## src/rtl/rr_arbiter_4_pkg.sv

```systemverilog
// rr_arbiter_4_pkg
//   Shared definitions for the 4-way round-robin arbiter: requester count,
//   index width, FSM state encoding and the rotating priority search.
package rr_arbiter_4_pkg;

  localparam int NUM_REQ = 4;
  localparam int IDX_W   = 2;

  typedef enum logic [1:0] {
    ST_IDLE  = 2'd0,
    ST_GRANT = 2'd1,
    ST_GAP   = 2'd2
  } state_t;

  // First set request bit found when scanning from ptr upward, wrapping
  // modulo NUM_REQ. Only meaningful when req is non-zero.
  function automatic logic [IDX_W-1:0] rr_pick(
    input logic [NUM_REQ-1:0] req,
    input logic [IDX_W-1:0]   ptr
  );
    logic [IDX_W-1:0] idx;
    logic             found;
    rr_pick = ptr;
    found   = 1'b0;
    for (int k = 0; k < NUM_REQ; k++) begin
      idx = ptr + IDX_W'(k);
      if (!found && req[idx]) begin
        rr_pick = idx;
        found   = 1'b1;
      end
    end
  endfunction

endpackage

```

## src/rtl/rr_arbiter_4_decoder.sv

```systemverilog
// decoder_2x4_beh
//   2-to-4 one-hot decoder with enable. Output is all zero when disabled.
//   Ports:
//     i_a  [1:0]  select index
//     i_en        enable
//     o_y  [3:0]  one-hot output (bit i_a set when i_en=1)
module decoder_2x4_beh (
  input  logic [1:0] i_a,
  input  logic       i_en,
  output logic [3:0] o_y
);

  for (genvar gi = 0; gi < 4; gi++) begin : g_dec
    assign o_y[gi] = i_en && (i_a == 2'(gi));
  end

endmodule

```

## src/rtl/rr_arbiter_4.sv

```systemverilog
// rr_arbiter_4
//   Round-robin arbiter sharing one resource among 4 requesters. A winner
//   holds the grant until it signals done, drops its request, or reaches the
//   hold limit; a mandatory one-cycle gap follows every grant, then priority
//   rotates to the requester after the previous owner.
//   Ports:
//     clk          system clock, rising edge
//     rst_n        asynchronous active-low reset
//     i_req  [3:0] request vector, bit i = requester i
//     i_done       owner releases the resource (looked at only in GRANT)
//     o_gnt  [3:0] one-hot grant, zero when no grant is active
//     o_gnt_idx    index of current owner, 0 when idle
//     o_gnt_valid  a grant is active
//     o_timeout    1-cycle pulse in the gap after a forced revocation
module rr_arbiter_4
  import rr_arbiter_4_pkg::*;
#(
  parameter int MAX_HOLD = 16
) (
  input  logic               clk,
  input  logic               rst_n,
  input  logic [NUM_REQ-1:0] i_req,
  input  logic               i_done,
  output logic [NUM_REQ-1:0] o_gnt,
  output logic [IDX_W-1:0]   o_gnt_idx,
  output logic               o_gnt_valid,
  output logic               o_timeout
);

  // A zero-width counter is illegal, so the disabled-timeout build keeps 1 bit.
  localparam int HOLD_W = (MAX_HOLD > 0) ? $clog2(MAX_HOLD + 1) : 1;

  state_t             r_state,     w_state_next;
  logic [IDX_W-1:0]   r_ptr,       w_ptr_next;
  logic [HOLD_W-1:0]  r_hold_cnt,  w_hold_cnt_next;
  logic [IDX_W-1:0]   r_gnt_idx,   w_gnt_idx_next;
  logic               r_gnt_valid, w_gnt_valid_next;
  logic               r_timeout,   w_timeout_next;

  logic               w_at_limit;
  logic               w_cnt_sat;
  logic               w_rel_done;
  logic               w_rel_drop;
  logic               w_rel_hold;

  if (MAX_HOLD != 0) begin : g_limit
    assign w_at_limit = (r_hold_cnt == HOLD_W'(MAX_HOLD - 1));
    assign w_cnt_sat  = w_at_limit;
  end else begin : g_no_limit
    assign w_at_limit = 1'b0;
    assign w_cnt_sat  = &r_hold_cnt;
  end

  assign w_rel_done = i_done;
  assign w_rel_drop = ~i_req[r_gnt_idx];
  assign w_rel_hold = w_at_limit;

  always_comb begin
    w_state_next     = r_state;
    w_ptr_next       = r_ptr;
    w_hold_cnt_next  = r_hold_cnt;
    w_gnt_idx_next   = r_gnt_idx;
    w_gnt_valid_next = r_gnt_valid;
    w_timeout_next   = 1'b0;

    case (r_state)
      ST_IDLE: begin
        if (|i_req) begin
          w_state_next     = ST_GRANT;
          w_gnt_idx_next   = rr_pick(i_req, r_ptr);
          w_gnt_valid_next = 1'b1;
          w_hold_cnt_next  = '0;
        end
      end

      ST_GRANT: begin
        if (w_rel_done || w_rel_drop || w_rel_hold) begin
          w_state_next     = ST_GAP;
          w_gnt_valid_next = 1'b0;
          w_gnt_idx_next   = '0;
          w_ptr_next       = r_gnt_idx + 1'b1;
          w_hold_cnt_next  = '0;
          // Hold limit is the weakest cause: any normal release masks it.
          w_timeout_next   = w_rel_hold && !w_rel_done && !w_rel_drop;
        end else if (!w_cnt_sat) begin
          w_hold_cnt_next  = r_hold_cnt + 1'b1;
        end
      end

      ST_GAP: begin
        w_state_next = ST_IDLE;
      end

      default: begin
        w_state_next     = ST_IDLE;
        w_gnt_valid_next = 1'b0;
        w_gnt_idx_next   = '0;
        w_hold_cnt_next  = '0;
      end
    endcase
  end

  always_ff @(posedge clk or negedge rst_n) begin
    if (!rst_n) begin
      r_state     <= ST_IDLE;
      r_ptr       <= '0;
      r_hold_cnt  <= '0;
      r_gnt_idx   <= '0;
      r_gnt_valid <= 1'b0;
      r_timeout   <= 1'b0;
    end else begin
      r_state     <= w_state_next;
      r_ptr       <= w_ptr_next;
      r_hold_cnt  <= w_hold_cnt_next;
      r_gnt_idx   <= w_gnt_idx_next;
      r_gnt_valid <= w_gnt_valid_next;
      r_timeout   <= w_timeout_next;
    end
  end

  // Decoding from the registered index+enable keeps o_gnt one-hot or zero.
  decoder_2x4_beh u_dec (
    .i_a  (r_gnt_idx),
    .i_en (r_gnt_valid),
    .o_y  (o_gnt)
  );

  assign o_gnt_idx   = r_gnt_idx;
  assign o_gnt_valid = r_gnt_valid;
  assign o_timeout   = r_timeout;

endmodule
```

## config.mk

```make
export PLATFORM = sky130hd
export DESIGN_NAME = rr_arbiter_4
export DESIGN_NICKNAME = d
export VERILOG_FILES = /design/src/rtl/rr_arbiter_4_pkg.sv /design/src/rtl/rr_arbiter_4_decoder.sv /design/src/rtl/rr_arbiter_4.sv
export SDC_FILE = /design/constraint.sdc
export NUM_CORES = 1
export LEC_CHECK = 0
export CAP_MARGIN = 10
export CORE_MARGIN = 4
export CORE_UTILIZATION = 50
export CTS_CLUSTER_DIAMETER = 40
export CTS_CLUSTER_SIZE = 14
export DETAILED_ROUTE_END_ITERATION = 16
export PLACE_DENSITY = 0.84
export SKIP_LAST_GASP = 1
export SLEW_MARGIN = 15
export SYNTH_ARGS = -nofsm -noshare
export SYNTH_HDL_FRONTEND = slang
export SYNTH_SLANG_ARGS = --single-unit
```

## constraint.sdc

```tcl
create_clock -name clk -period 2.31 [get_ports clk]
set_input_delay 0.5775 -clock clk [delete_from_list [all_inputs] [get_ports clk]]
set_output_delay 0.5775 -clock clk [all_outputs]
set_load 0.01 [all_outputs]
```

==> results of run 1 <==
-- synth_stat cells (all sizes together) --
library cell / n / share of area
nor2: 4 / 0.018
o221ai: 1 / 0.011
nand3: 1 / 0.0060
ha: 7 / 0.11
inv: 8 / 0.036
or3: 1 / 0.0091
or4: 1 / 0.014
a21o: 1 / 0.0091
a21oi: 6 / 0.050
nor3b: 1 / 0.0091
nand2b: 2 / 0.015
mux2i: 1 / 0.012
o21ai: 7 / 0.042
o21bai: 1 / 0.0091
a31oi: 1 / 0.0075
or2: 2 / 0.015
nand2: 8 / 0.036
a21boi: 1 / 0.0091
nand4: 1 / 0.0075
nor3: 1 / 0.0060
nor2b: 3 / 0.023
dfrtp: 13 / 0.39
a22o: 2 / 0.021
nor4b: 1 / 0.011
a22oi: 1 / 0.0091
mux2: 3 / 0.041
o2bb2ai: 1 / 0.011
o211ai: 1 / 0.0091
a32o: 1 / 0.012
and2: 4 / 0.030
and3: 2 / 0.015
-- layout by cell type, fill, tap and decap left out, types with 2 or more instances in the layout --
| cell | n |
|---|---|
| clkdlybuf4s50_1 | 14 |
| dfrtp_1 | 12 |
| inv_1 | 8 |
| nand2_1 | 8 |
| ha_1 | 7 |
| o21ai_0 | 6 |
| a21oi_1 | 5 |
| buf_4 | 5 |
| and2_1 | 4 |
| nor2_1 | 4 |
| mux2_2 | 3 |
| nor2b_1 | 3 |
| clkbuf_4 | 3 |
| and3_1 | 2 |
| nand2b_1 | 2 |
| or2_2 | 2 |
| a22o_1 | 2 |
-- critical path, delay by kind of cell, from the launching register on --
| kind | cells | cell delay (ps) |
|---|---|---|
| DFF | 1 | 450 |
| and+or+nand+nor | 1 | 110 |
| adders and majority gates | 1 | 140 |
| buffers and inverters | 2 | 660 |
-- per-layer routing --
metal	vias up	GRT usage	share of wire
met3	8	0.0368	0.063
met5	-	0	0
met4	0	0.0673	0.017
met1	341	0.198	0.43
li1	357	-	-
met2	33	0.267	0.49
-- repair_timing --
action,in CTS,in global routing
buffers inserted,0,1
gates resized for setup,0,1
endpoints found under the setup margin,0,2
-- where the power goes --
part           total [W]  switching (W)  internal, W
Combinational   0.000464       0.000220     0.000244
Clock           0.000144      0.0000767    0.0000670
Sequential      0.000373      0.0000815     0.000292
Total           0.000981       0.000379     0.000603
-- state kept, by name (all words and copies together), names as in the netlist --
register and cells:
r_hold_cnt 5, o_gnt_idx 2, r_ptr 2, r_state 2
o_gnt_valid 1, o_timeout 1
-- stage by stage --
stage               instances  hold WS (ps)   util
floorplan                  88           282      -
global route              127           530  0.684
detailed placement        122           479  0.662
finish                    127           494  0.684
CTS                       126           496  0.679
global placement          122           461  0.662
-- logic make-up after synthesis --
kind of cell	count (synthesis)	share of synthesized area
flip-flops	13	0.392
adder cells (fa/ha/maj)	7	0.106
multiplexers	4	0.0528
buffers and inverters	8	0.0362
AND/OR/NAND/NOR	32	0.214
AO/OA/AOI/OAI	24	0.199
-- path summary, 6_finish.rpt --
kind | end | cells past startpoint
max reg2reg | r_ptr[1] | 5
max | o_gnt[0] | 4
max in group asynchronous | o_gnt_idx[0] | 1
min in group asynchronous | r_state[0] | 1
min | r_hold_cnt[4] | 2
min reg2reg | r_hold_cnt[4] | 2
-- final cells by class --
| class | instances | area, sq um |
|---|---|---|
| well taps | 16 | 20.0 |
| inverters | 8 | 30.0 |
| fillers | 120 | 487 |
| clock buffers | 4 | 26.3 |
| flip-flops and latches | 13 | 327 |
| multi-input cells | 67 | 474 |
| repair buffers | 19 | 178 |
==> impl_metrics.ini, run 1 <==
[clock_tree]
depth_of_the_cts_h_tree = 1
clk_path_buf_depth = 2
clk-insertion-delay-late_ps = 280
cts.clk_slew.worst_paths_ps = 80
hold_buffers = 0
clkSinkCount = 13
cts_made_buffers = 3
cts_root_buf = clkbuf_4
cts_tree = done

[timing]
period_minus_slack_ps = 2220
final_setup_violation_count = 0
timing.setup.tns_ps = 0
slew_viol_final = 0
achievable-frequency_mhz = 451
report.final.hold_viol_count = 0
maxSlewHeadroom = 0.621
setup_clock_skew_after_layout_ps = 2.09
timing_worst_slew_pin_value_ps = 567
final.setup.worst_slack_ps = 94.6
rsz0062_at_grt = no
post-route-period-util = 0.959

[floorplan]
core.rowCount = 14
dieArea_sq_mm = 0.00237
core_region_area_sq_mm = 0.00154
ioPinCount = 15
die-height_um = 48.7
start_util = 0.538
die_x_um = 48.7

[detailed_routing]
via_count = 739
routedWlPerCell_um = 14.3
detail-route-antenna-nets = 0
route.final.wire_length_um = 1820
firstDrtPassIters = 4
remaining_drc_errors = 0
drtIter0Drc = 30
avg_vias_per_cell = 5.82

[yosys]
post_synthesis_cell_count = 88
yosys_register_bits = 13
avgSynthCellArea_sq_um = 9.43
portion_of_the_post_synthesis_area_used_by_sequential_elements = 0.392
synth.lib_cells_used.distinct = 33
netlist_area_sq_um = 830
ys.warnings.count = 0
nets_in_the_synthesized_netlist = 102

[run_status]
status = finished clean

[cells_and_area]
share_of_layout_cells_above_drive_strength_1 = 0.153
layout.cell_area.non_filler_sq_mm = 0.00105
layout.nets = 126
synthToLayoutAreaGrowth_pct = 27.1
num_antenna_cells = 0

[run]
max-cap-violations = 0

[place]
dp_worst_setup_slack_ps = -12.7
gp_routability_congestion = 0.862
post_dp_cell_area_sq_mm = 0.00102
detailedPlacementHpwl_um = 1370
io_buffer_count = 14

[worst_setup_path]
crit_type = flop to output pin
critical_path_arrival_ps = 1640
r2r_setup_slack_ps = 460
crit_path_max_fanout = 6
worstSetupEndpointType = output pin
critPathLaunch = o_gnt_idx[1]
timing.critical_path.from_type = flop
worst_r2r_startpoint = r_hold_cnt[0]
data_required_time_at_the_worst_endpoint_ps = 1730
critPathMaxStageDelay_ps = 530
slowest_stage = clkdlybuf4s50_1
cp_cell_sequence = inv_1 -> ha_1 -> and2_1 -> clkdlybuf4s50_1

[power_and_ir_drop]
worst_ir_drop_vdd_uv = 572
power.leakage_nw = 0.468
total_power_w = 0.000981
pwr_density_cell_mw_per_mm2 = 930

[global_routing]
first_pass_grt_wire_length_um = 2970
grtUsageTotal = 0.161
grt_antenna_before_repair = 0
first_global_vias = 672
grt_max_degree = 14
grt-ovfl-total = 0

[min_path]
holdCritStartpoint = r_hold_cnt[4]
hold_removal_path_class = flop to flop
No activity file was read; power rests on OpenSTA's default activity.
==> run 2, diff against run 1 <==
Settings changed: CTS_BUF_LIST set to sky130_fd_sc_hd__clkbuf_4 sky130_fd_sc_hd__clkbuf_8 sky130_fd_sc_hd__clkbuf_16.
Clock period 2.31 ns to 2.26 ns, I/O delays scaled along.
==> impl_metrics.ini, run 2 (synthesized netlist as in run 1, its figures left out) <==
[global_routing]
first_global_vias = 733
grt_antenna_before_repair = 0
grt-ovfl-total = 0
grt_util_met2 = 0.283
grt.met3_usage = 0.0276
first_pass_grt_wire_length_um = 3280
grtUsageTotal = 0.171
grt_max_degree = 14
met1_usage = 0.218
grt_busiest_layer = met2

[min_path]
worst_hold_path_depth = 2
whs_endpoint = r_hold_cnt[4]
hold_removal_path_class = flop to flop
holdCritStartpoint = r_hold_cnt[4]

[worst_setup_path]
worstSetupEndpointType = output pin
worst_r2r_startpoint = r_hold_cnt[0]
crit_type = flop to output pin
crit_path_max_fanout = 6
critPathLaunch = o_gnt_idx[1]
critical_path_arrival_ps = 1620
r2r_setup_slack_ps = 440
timing.critical_path.from_type = flop
data_required_time_at_the_worst_endpoint_ps = 1690
ff2ff_path_depth = 5
timing.rr.end = r_ptr[1]

[clock_tree]
cts_tree = done
clk-insertion-delay-late_ps = 290
cts_root_buf = clkbuf_4
cts_made_buffers = 3
clkSinkCount = 13
cts.clk_slew.worst_paths_ps = 90
depth_of_the_cts_h_tree = 1
clk_path_buf_depth = 2

[timing]
period_minus_slack_ps = 2180
final_setup_violation_count = 0
report.final.hold_viol_count = 0
final.setup.worst_slack_ps = 75.5
timing_worst_slew_pin_value_ps = 574
rsz0062_at_grt = no
maxSlewHeadroom = 0.616
achievable-frequency_mhz = 458
post-route-period-util = 0.967
setup_clock_skew_after_layout_ps = 6.21
timing.setup.tns_ps = 0
slew_viol_final = 0
fin_hold_ws_ps = 482

[cells_and_area]
layout_commonest_cell = clkdlybuf4s50_1
largest_register_ff_count = 5
num_antenna_cells = 0
layout.cells.most_common_list = clkdlybuf4s50_1, dfrtp_1, inv_1, nand2_1, buf_4
num-fill-cells = 123
regMostFlops = r_hold_cnt
share_of_layout_cells_above_drive_strength_1 = 0.193
layout.nets = 129
synthToLayoutAreaGrowth_pct = 30.5
final-seq-area_sq_um = 328
multi_input_area_sq_um = 474
finish.utilization = 0.702

[power_and_ir_drop]
seqPwrFrac = 0.376
power.leakage_nw = 0.502
clkPwrFrac = 0.147
total_power_w = 0.00103
p_int_w = 0.000625
sw_frac_of_total = 0.392
power.switching_w = 0.000402
pwr_density_cell_mw_per_mm2 = 949
power.combinational.fraction = 0.477
worst_ir_drop_vdd_uv = 590

[detailed_routing]
firstDrtPassIters = 4
avg_vias_per_cell = 5.76
routedWlPerCell_um = 14.5
route.final.wire_length_um = 1880
drtIter0Drc = 22
detail-route-antenna-nets = 0
remaining_drc_errors = 0
via_count = 749

[place]
detailedPlacementHpwl_um = 1480
gp_routability_congestion = 0.800
dp_worst_setup_slack_ps = 68.5
io_buffer_count = 14

[floorplan]
core_region_area_sq_mm = 0.00154
core.rowCount = 14
die_x_um = 48.7
ioPinCount = 15
dieArea_sq_mm = 0.00237
die-height_um = 48.7
start_util = 0.538

[run_status]
status = finished clean

[run]
max-cap-violations = 0
-- run 2: metrics by stage --
step           std cells  instance area [sq um]
2_1_floorplan         88                    830
3_3_place_gp         125                   1040
3_5_place_dp         125                   1040
4_1_cts              130                   1080
5_1_grt              130                   1080
6_report             130                   1080
-- run 2: final cells by class --
cell class / count / share of cell area
multi-input combinational: 67 / 0.438
sequential: 13 / 0.303
clock inverter: 1 / 0.00462
timing repair buffer: 22 / 0.187
clock buffer: 3 / 0.0208
inverter: 8 / 0.0277
tap: 16 / 0.0185
-- run 2: timing repair --
item / CTS / global route
buffers inserted: 1 / 0
resized for setup: 1 / 2
hold buffers: 0 / 0
endpoints found under the setup margin: 2 / 2
-- run 2: how the worst max path moves through the flow --
stage,to,slack [ps],cells past startpoint
2_1_floorplan,r_hold_cnt[3],560,4
6_report,o_gnt[0],80,4
3_5_place_dp,r_state[0],70,4
4_1_cts,o_gnt[2],40,4
3_3_place_gp,r_state[0],100,4
5_1_grt,o_gnt[1],10,4
-- run 2: power by group through the flow --
| stage | Clock, W | Combinational, W | Sequential [W] |
|---|---|---|---|
| floorplan | 0 | 0.000259 | 0.000380 |
| global placement | 0 | 0.000455 | 0.000387 |
| detailed placement | 0 | 0.000469 | 0.000396 |
| CTS | 0.000150 | 0.000490 | 0.000386 |
| global route | 0.000161 | 0.000540 | 0.000401 |
| finish | 0.000151 | 0.000490 | 0.000386 |
-- run 2: per-layer routing --
layer  up-vias  share of wire
met5         -              0
met4         0          0.022
met3         7          0.073
met2        29           0.48
met1       348           0.42
li1        365              -
-- run 2: worst max-delay path, cell delays in order (launching register included) --
cell and delay (ps):
dfrtp_2 460, inv_1 110, ha_1 140, and2_1 110, clkdlybuf4s50_1 520
==> run 3, diff against run 2 <==
Settings changed: CORE_UTILIZATION 50 to 49, PLACE_DENSITY 0.84 to 0.83, SYNTH_HIERARCHICAL set to 1.
Clock period 2.26 ns to 2.4 ns, I/O delays scaled along.
==> impl_metrics.ini, run 3 <==
[run_status]
status = finished clean

[yosys]
ys.warnings.count = 6
ys_top_cells_by_count = dfrtp_1, nor2_1, a22o_1, nand2_1, nand2b_1
post_synthesis_cell_count = 75
yosysMostFrequentCell = dfrtp_1
portion_of_the_post_synthesis_area_used_by_sequential_elements = 0.410
netlist_area_sq_um = 793
nets_in_the_synthesized_netlist = 85
synth_async_sr_flop_share = 1.00
synth.lib_cells_used.distinct = 37
yosys_most_used_dff = dfrtp_1
yosys_register_bits = 13
avgSynthCellArea_sq_um = 10.6
synth_edf_count = 0
synth.largest_area_cell = dfrtp_1
yosysTopAreaCellShare = 0.410
synthTopCellsByArea = dfrtp_1, ha_1, a22o_1

[clock_tree]
cts_made_buffers = 3
cts_repair_resize_count = 0
cts.clk_slew.worst_paths_ps = 70
cts_tree = done
clk-insertion-delay-late_ps = 270
hold_buffers = 0
postCtsSetupBuffers = 0
cts_root_buf = clkbuf_4
clk_path_buf_depth = 2
clkSinkCount = 13
depth_of_the_cts_h_tree = 1

[timing]
rsz0062_at_grt = no
final_setup_violation_count = 0
slew_viol_final = 0
timing.setup.tns_ps = 0
fin_hold_ws_ps = 507
period_minus_slack_ps = 2160
timing_worst_slew_pin_value_ps = 556
post-route-period-util = 0.899
report.final.hold_viol_count = 0
setup_clock_skew_after_layout_ps = 2.09
maxSlewHeadroom = 0.628
achievable-frequency_mhz = 463

[detailed_routing]
remaining_drc_errors = 0
route.final.wire_length_um = 1450
detail-route-antenna-nets = 0
routedWlPerCell_um = 13.3
via_count = 621
avg_vias_per_cell = 5.70
firstDrtPassIters = 4
drtIter0Drc = 2

[global_routing]
grtUsageTotal = 0.160
grt_antenna_before_repair = 0
grt_max_degree = 14
first_pass_grt_wire_length_um = 2500
first_global_vias = 571
grt-ovfl-total = 0

[cells_and_area]
synthToLayoutAreaGrowth_pct = 24.0
layout.nets = 104
layout_commonest_cell = clkdlybuf4s50_1
num_antenna_cells = 0
regMostFlops = r_hold_cnt
layout.cells.most_common_list = clkdlybuf4s50_1, dfrtp_1, nor2_1
largest_register_ff_count = 5
finish.utilization = 0.645
share_of_layout_cells_above_drive_strength_1 = 0.161

[floorplan]
ioPinCount = 15
dieArea_sq_mm = 0.00233
die_x_um = 48.2
core.rowCount = 14
die-height_um = 48.2
core_region_area_sq_mm = 0.00152
start_util = 0.521

[worst_setup_path]
critical_path_arrival_ps = 1560
crit_type = flop to output pin
crit_path_max_fanout = 9
worstSetupEndpointType = output pin
timing.critical_path.from_type = flop
data_required_time_at_the_worst_endpoint_ps = 1800

[place]
io_buffer_count = 14
detailedPlacementHpwl_um = 1140
gp_routability_congestion = 0.745

[run]
max-cap-violations = 0

[power_and_ir_drop]
power.leakage_nw = 0.445
worst_ir_drop_vdd_uv = 568
pwr_density_cell_mw_per_mm2 = 911

[min_path]
hold_removal_path_class = flop to flop
-- run 3: cell types whose count changed in the layout (fill, tap and decap cells not counted), moves of 3 or more --
cell     change
nand2_1      -4
ha_1         -4
inv_1        -5
o21ai_0      -3
a21oi_1      -3
buf_4        -8
and2_1       -4
-- run 3: worst max-delay path, cell delays in order (launching register included) --
cell,delay [ps]
dfrtp_1,540
and3_2,230
clkdlybuf4s50_1,520
-- run 3: kinds of logic (layout without fill, tap and decap cells) --
kind of cell             Yosys count  after routing  synth area share
AO/OA/AOI/OAI                     20             20             0.210
XOR/XNOR                           1              1            0.0110
buffers and inverters              3             21            0.0142
multiplexers                       4              4            0.0647
adder cells (fa/ha/maj)            3              3            0.0473
AND/OR/NAND/NOR                   31             31             0.243
flip-flops                        13             13             0.410
-- run 3: cell type report --
class	instances	area, sq um
Clock buffer	4	30.0
Fill cell	122	541
Tap cell	16	20.0
Multi-Input combinational cell	59	457
Timing Repair Buffer	14	140
Sequential cell	13	325
Inverter	3	11.3
-- run 3: through the flow --
| step | power, W | area [sq um] | worst slack (ps) | cells |
|---|---|---|---|---|
| final | 0.000896 | 983 | 242 | 109 |
| after global routing | 0.000972 | 983 | 168 | 109 |
| after CTS | 0.000904 | 983 | 230 | 109 |
| after detailed placement | 0.000762 | 953 | 128 | 105 |
| after global placement | 0.000750 | 953 | 145 | 105 |
| after floorplan | 0.000614 | 793 | 784 | 75 |
-- run 3: worst paths after layout --
check	startpoint	end	slack, ps	depth (start not counted)
worst max-delay path	o_gnt_idx[1]	o_gnt[3]	240	2
worst min-delay path	r_hold_cnt[4]	r_hold_cnt[4]	510	2
worst max register to register	r_hold_cnt[0]	r_ptr[1]	690	5
worst min register to register	r_hold_cnt[4]	r_hold_cnt[4]	510	2
max in group asynchronous	rst_n	o_gnt_idx[0]	1340	1
min in group asynchronous	rst_n	r_hold_cnt[1]	690	1
-- run 3: routing by layer --
| layer | global-route usage | wire length [um] |
|---|---|---|
| met1 | 0.214 | 708 |
| met2 | 0.219 | 651 |
| met3 | 0.0627 | 65 |
| met4 | 0.0860 | 27 |
| met5 | 0 | 0 |
-- run 3: where the power goes --
part / total (W) / switching [W] / internal (W)
clock network: 0.000138 / 0.0000622 / 0.0000756
registers: 0.000359 / 0.0000817 / 0.000277
logic: 0.000399 / 0.000178 / 0.000221
total: 0.000896 / 0.000322 / 0.000574
